<file path="config.mk">
export PLATFORM = sky130hd
export DESIGN_NAME = decode_issue_ctrl
export DESIGN_NICKNAME = d
export VERILOG_FILES = /design/src/rtl/decode_issue_ctrl.sv
export SDC_FILE = /design/constraint.sdc
export NUM_CORES = 1
export LEC_CHECK = 0
export BUFFER_PORTS_ARGS = -buffer_cell sky130_fd_sc_hd__buf_2
export CAP_MARGIN = 30
export CORE_AREA = 2 2 111 113
export CTS_BUF_LIST = sky130_fd_sc_hd__clkbuf_4
export DETAILED_ROUTE_END_ITERATION = 8
export DIE_AREA = 0 0 113 115
export GPL_ROUTABILITY_DRIVEN = 1
export MAX_ROUTING_LAYER = met4
export SYNTH_ARGS = -nofsm -noshare
export SYNTH_HDL_FRONTEND = slang
export SYNTH_SLANG_ARGS = --single-unit
</file>
<file path="constraint.sdc">
create_clock -name clk -period 1.7 [get_ports clk]
set_input_delay 0.34 -clock clk [delete_from_list [all_inputs] [get_ports clk]]
set_output_delay 0.34 -clock clk [all_outputs]
set_load 0.05 [all_outputs]
</file>
<file path="src/rtl/decode_issue_ctrl.sv">
// Purpose: single-entry decode slot between fetch and execute; classifies opcode into immediate type, traps illegal encodings.
// Latency: instruction accepted at edge N is presented (id_valid) after edge N; 1 instruction/cycle sustained when execute keeps up.
// Backpressure: if_ready drops while the slot is held and not issuing, during TRAP, and whenever flush is high.
//
// Ports:
//   clk, nrst                      clock, asynchronous active-low reset
//   if_valid/if_ready/if_inst/if_pc fetch-side valid/ready handshake
//   flush                          redirect: drops held instruction and trap
//   hazard_stall, ex_ready         execute-side issue gating
//   id_valid/id_inst/id_pc         held instruction to execute
//   imm_type                       immediate-generator select (0 none,1 I,2 S,3 SB,4 U,5 UJ)
//   illegal                        level trap flag, held until flush
//   issued_cnt                     wrapping count of issued instructions
module decode_issue_ctrl #(
    parameter int CNT_W = 16
) (
    input  logic             clk,
    input  logic             nrst,
    input  logic             if_valid,
    input  logic [31:0]      if_inst,
    input  logic [31:0]      if_pc,
    output logic             if_ready,
    input  logic             flush,
    input  logic             hazard_stall,
    input  logic             ex_ready,
    output logic             id_valid,
    output logic [31:0]      id_inst,
    output logic [31:0]      id_pc,
    output logic [2:0]       imm_type,
    output logic             illegal,
    output logic [CNT_W-1:0] issued_cnt
);

    typedef enum logic [1:0] {
        EMPTY = 2'd0,
        FULL  = 2'd1,
        TRAP  = 2'd2
    } state_t;

    state_t     state;
    state_t     state_nxt;
    logic       dec_legal;
    logic [2:0] dec_imm;
    logic       issue;
    logic       accept;

    // Opcode classification of the word presented by fetch.
    always_comb begin
        dec_legal = 1'b1;
        dec_imm   = 3'd0;
        case (if_inst[6:0])
            7'b0110011: dec_imm = 3'd0;
            7'b0010011,
            7'b0000011,
            7'b1100111,
            7'b1110011,
            7'b0001111: dec_imm = 3'd1;
            7'b0100011: dec_imm = 3'd2;
            7'b1100011: dec_imm = 3'd3;
            7'b0110111,
            7'b0010111: dec_imm = 3'd4;
            7'b1101111: dec_imm = 3'd5;
            default: begin
                dec_legal = 1'b0;
                dec_imm   = 3'd0;
            end
        endcase
    end

    // Handshake and next-state logic. Flush overrides everything, but an
    // issue in the flush cycle still happened from execute's point of view.
    always_comb begin
        id_valid  = 1'b0;
        if_ready  = 1'b0;
        issue     = 1'b0;
        accept    = 1'b0;
        state_nxt = state;
        case (state)
            EMPTY: begin
                if_ready = ~flush;
                accept   = if_valid & if_ready;
                if (accept) begin
                    state_nxt = dec_legal ? FULL : TRAP;
                end
            end
            FULL: begin
                id_valid = 1'b1;
                issue    = ex_ready & ~hazard_stall;
                // Refill in the same cycle as issue: combinational from ex_ready.
                if_ready = issue & ~flush;
                accept   = if_valid & if_ready;
                if (issue) begin
                    if (accept) begin
                        state_nxt = dec_legal ? FULL : TRAP;
                    end else begin
                        state_nxt = EMPTY;
                    end
                end
            end
            TRAP: begin
                state_nxt = TRAP;
            end
            default: begin
                state_nxt = EMPTY;
            end
        endcase
        if (flush) begin
            state_nxt = EMPTY;
        end
    end

    always_ff @(posedge clk or negedge nrst) begin
        if (!nrst) begin
            state <= EMPTY;
        end else begin
            state <= state_nxt;
        end
    end

    // Held instruction fields change only on accept so a trapped word stays
    // visible to the trap handler; flush touches only the valid/illegal flags.
    always_ff @(posedge clk or negedge nrst) begin
        if (!nrst) begin
            id_inst    <= 32'd0;
            id_pc      <= 32'd0;
            imm_type   <= 3'd0;
            illegal    <= 1'b0;
            issued_cnt <= '0;
        end else begin
            if (accept) begin
                id_inst  <= if_inst;
                id_pc    <= if_pc;
                imm_type <= dec_legal ? dec_imm : 3'd0;
            end
            if (flush) begin
                illegal <= 1'b0;
            end else if (accept) begin
                illegal <= ~dec_legal;
            end
            if (issue) begin
                issued_cnt <= issued_cnt + CNT_W'(1);
            end
        end
    end

endmodule

</file>
=== Word level (Yosys, flattened, before mapping) ===
Cells that the tools add are included.

* Input port bits: 70
* Flip-flop bits (word level): 86
* Output and inout bits: 86
* Logic and storage cells: 50

* Reductions and logical operators: 6
* Bitwise gates (word level): 7
* Muxes and demuxes: 15
* Eq/ne operators: 15
* $add $sub $neg: 1

{| class="wikitable"
|+ Operators by type and width
! operator !! count
|-
| $eq A7 B7 Y1 const B || 4
|-
| $eq A7 B6 Y1 const B || 3
|-
| $add A16 B1 Y16 const B || 1
|-
| $pmux W3 S5 || 1
|-
| $eq A7 B5 Y1 const B || 2
|-
| $reduce_or A11 Y1 || 1
|-
| $mux W2 || 5
|-
| $eq A7 B2 Y1 const B || 1
|-
| $eq A7 B4 Y1 const B || 1
|-
| $ne A3 B3 Y1 const B || 2
|-
| $pmux W2 S3 || 1
|-
| $mux W1 || 5
|-
| $reduce_or A5 Y1 || 1
|-
| $and A1 B1 Y1 || 4
|-
| $pmux W1 S2 || 2
|-
| $mux W3 || 1
|-
| $not A1 Y1 || 3
|-
| $eq A2 B1 Y1 const B || 1
|-
| $eq A2 B2 Y1 const B || 1
|-
| $logic_not A2 Y1 || 1
|-
| $reduce_and A2 Y1 || 1
|-
| $reduce_bool A2 Y1 || 1
|-
| $reduce_or A2 Y1 || 1
|}

=== Depth between registers and ports, before layout ===
* Depth in word-level cells: 8
* Mapped depth: 6
* Depth with buffers taken out: 5

=== Least setup slack after synthesis ===
OpenSTA, ideal clock, no wires.

* Path kind: register to register
* Start point: reg issued_cnt[0]
* End point: reg issued_cnt[14]
* Data required time: 1.559 ns
* Buffers on the path: 0
* Arrival time: 1.737 ns
* Stages on the path, launching flop included: 6
* Slack: -0.178 ns
* Library setup time: 0.141 ns
* Period minus slack after synthesis: 1.878 ns
* Cell sequence: dfrtp_1 ha_1 nand2_1 nor4_1 nand4_1 xnor2_1

* Cells in the longest elaborated chain, start to end: 1

{| class="wikitable"
|+ Ends and longest elaborated chain
! item !! line !! source
|-
| from (decl) || 31 || <nowiki>output logic [CNT_W-1:0] issued_cnt</nowiki>
|-
| from (signal assigned) || 141 || <nowiki>issued_cnt <= issued_cnt + CNT_W'(1);</nowiki>
|-
| $add A16 B1 Y16 || 141 ||
|}

Every way passes these cells.
A chain may end at the register's enable or synchronous reset.

=== Worst setup path in the final report ===
* Start point: reg state[1]
* End point: out id_valid

* Cells in the longest elaborated chain, start to end: 2

{| class="wikitable"
|+ Ends and longest elaborated chain
! item !! line !! source
|-
| from (decl) || 40 || <nowiki>state_t state;</nowiki>
|-
| from (signal assigned) || 116 || <nowiki>state <= state_nxt;</nowiki>
|-
| $eq A2 B1 Y1 || 78 || <nowiki>case (state)</nowiki>
|-
| $mux W1 || 78 ||
|-
| to (decl) || 26 || <nowiki>output logic id_valid,</nowiki>
|}

Every way passes these cells.

==> out/metrics.yaml <==
status: "finished with violations"
violations: "DRC, setup timing"
design.die.area_um2: 13000
cts_made_buffers: 9
final_cell_mix: "nand2_1, buf_2, dfrtp_1"
ff_latch_area_um2: 2160
initial_core_util: 0.294
netlist-cell-type-count: 32
drt_pre_antenna_iters: 8
ys_warn_count: 0
grt_pass1_vias: 3089
timing.fmax_mhz: 588
power.total_mw: 5.28
drv_cap: 0
met1_length_um: 3820
crit_arrival_ns: 1.36
overflow: 0
syn-num-nets: 452
cts_root_buf: "clkbuf_4"
dp_cells: 678
io_pins: 156
route.met3.wl_um: 644
routed_via_density: 4.50
grt_pass1_wl_um: 14400
wl_met2_um: 4110
finalHoldViolations: 0
nNetsFinal: 616
grt_usage: 0.144
place_congestion: 0.779
worstPathRequired_ns: 1.36
rows: 40
syn_avg_cell_area_um2: 9.11
critPathSlowestCell: "dfrtp_1"
leakagePower_nw: 2.64
cts_sinks: 86
area_delta_synth_final_pct: 33.9
port-buffer-count: 155
post-route-min-period_ns: 1.70
final_common_cell: "nand2_1"
multi_input_area_um2: 1260
final_core_util: 0.393
route.detailed.drc: 13
wl_per_cell_um: 12.5
relSlewSlack: 0.701
clock_path_buffers: 2
slowest_delay_ns: 0.41
htreeDepth: 3
cts_tree: "built"
first_iter_violations: 166
fin_skew_ns: 0.00967
clkSlewWorstSetupHoldPaths_ns: 0.13
tightest_slew_ns: 0.449
layout_setup_ws_ns: -0.000450
synth_fa_ha_area_frac: 0.00361
cp_common_cell: "buf_6"
stdcell_area_um2: 4650
synth-seq-cells: 86
num_antenna_cells: 0
synthSimpleGateAreaFrac: 0.287
routed.top_layer: "met4"
final.fill_count: 1215
rsz0062_at_grt: "yes"
layout.cells.non_filler: 697
synth_xor_area_frac: 0.0404
fin_crit_sh: 1.00
synth.area.mux_share: 0
drv_slew: 0
ant_nets: 0
worstSetupPathType: "reg2out"
post_dp_cell_area_um2: 4490
die_height_um: 115
finalSetupViolations: 1
min_path_type: "in2reg"
drive_above_1_share: 0.353
routed_wl_um: 8740
p_per_area_nw_per_um2: 1140
synth_compound_area_frac: 0.0292
synth_cells: 381
num_vias: 3139
path_cells: "buf_6, nor2_1, buf_6"
vdd_drop_max_mv: 0.439
hpwl_um: 6230
grt_max_degree: 87
die_x_um: 113
synth_area_um2: 3470
ys_seq_area_frac: 0.620
synth_top_family_by_area: "simple AND/OR/NAND/NOR gates"
clock_latency_ns: 0.44
cp-start-kind: "register"
antenna_found_initial: 0
crit_path_max_fanout: 4
end_kind: "output pin"
core_um2: 11800
kinds of logic (layout without fill, tap and decap cells):
kind of cell / Yosys count / after routing
buf+inv: 17 / 186
compound gates: 15 / 15
flops: 86 / 86
xor+xnor: 16 / 16
fa+ha+maj: 1 / 1
simple gates: 246 / 246
critical path, delay by kind of cell, from the launching register on:
kind,cells,cell delay (ns)
buf+inv,2,0.32
simple gates,1,0.19
flops,1,0.41
final cells by class:
| type | instances | share of cell area |
|---|---|---|
| Sequential cell | 86 | 0.465 |
| Multi-Input combinational cell | 278 | 0.271 |
| Timing Repair Buffer | 168 | 0.201 |
| Tap cell | 147 | 0.0396 |
| Clock buffer | 10 | 0.0162 |
| Clock inverter | 6 | 0.00619 |
| Inverter | 2 | 0.00162 |
synthesized netlist by cell type:
master,count,area share
and4bb_2,1,0.0036
o211ai_1,1,0.0022
ha_1,1,0.0036
or4_4,1,0.0032
nor3_1,2,0.0029
nor2_1,13,0.014
o21a_1,1,0.0022
clkbuf_1,10,0.011
xor2_1,8,0.020
buf_2,2,0.0029
nand4bb_1,1,0.0032
nor2_2,1,0.0018
nand2_1,208,0.23
nand4_1,6,0.011
nand3_1,4,0.0058
inv_1,2,0.0022
dfrtp_1,86,0.62
clkbuf_2,1,0.0014
nand2b_1,4,0.0072
a21oi_1,1,0.0014
o211a_1,1,0.0029
nor2b_1,2,0.0036
buf_1,2,0.0022
and3_1,1,0.0018
or4_1,1,0.0022
a211oi_1,1,0.0022
xnor2_1,8,0.020
a2111oi_0,1,0.0025
o21ai_0,5,0.0072
o22ai_1,2,0.0036
a22o_1,2,0.0050
nor4_1,1,0.0018
metrics by stage:
step | setup TNS [ns] | setup slack, ns | hold WS, ns
final | -0.000450 | -0.000450 | 0.0783
after global routing | -0.166 | -0.0815 | 0.0412
after CTS | -0.0877 | -0.0456 | 0.0294
after detailed placement | 0 | 0.0497 | 0.422
after global placement | 0 | 0.0716 | 0.413
after floorplan | -0.00163 | -0.00163 | 0.0444
final timing paths:
check	from	to	slack, ns	cells after the start
hold reg to reg	issued_cnt[15]	issued_cnt[15]	0.47	1
max in group asynchronous	nrst	id_inst[14]	0.89	3
setup / recovery	state[1]	id_valid	-0.0004	3
setup reg to reg	state[1]	issued_cnt[14]	0.12	6
min in group asynchronous	nrst	issued_cnt[10]	0.47	3
hold / removal	if_inst[16]	id_inst[16]	0.08	3
sequential cells by signal (all words and copies together) (netlist names):
| name | cells |
|---|---|
| illegal | 1 |
| id_pc | 32 |
| id_inst | 32 |
| state | 2 |
| imm_type | 3 |
| issued_cnt | 16 |
power breakdown:
group	total (mW)	internal [mW]	switching, mW
Combinational	1.84	0.414	1.42
Clock	0.978	0.301	0.677
Sequential	2.47	2.32	0.149
Total	5.28	3.04	2.25
repair_timing:
action                     4_1_cts  5_1_grt
hold buffers                     1        0
setup endpoints to repair        2        4
gates resized for setup          7        0
buffers inserted                 2        0
gates cloned                     0        0
pin swaps                        1        2
hold endpoints to repair        86        0
per-layer routing:
layer,global-route usage,up-vias
li1,-,1528
met5,-,-
met2,0.226,107
met3,0.0353,12
met1,0.177,1492
met4,0.0634,0
No activity file was read; power rests on OpenSTA's default activity.
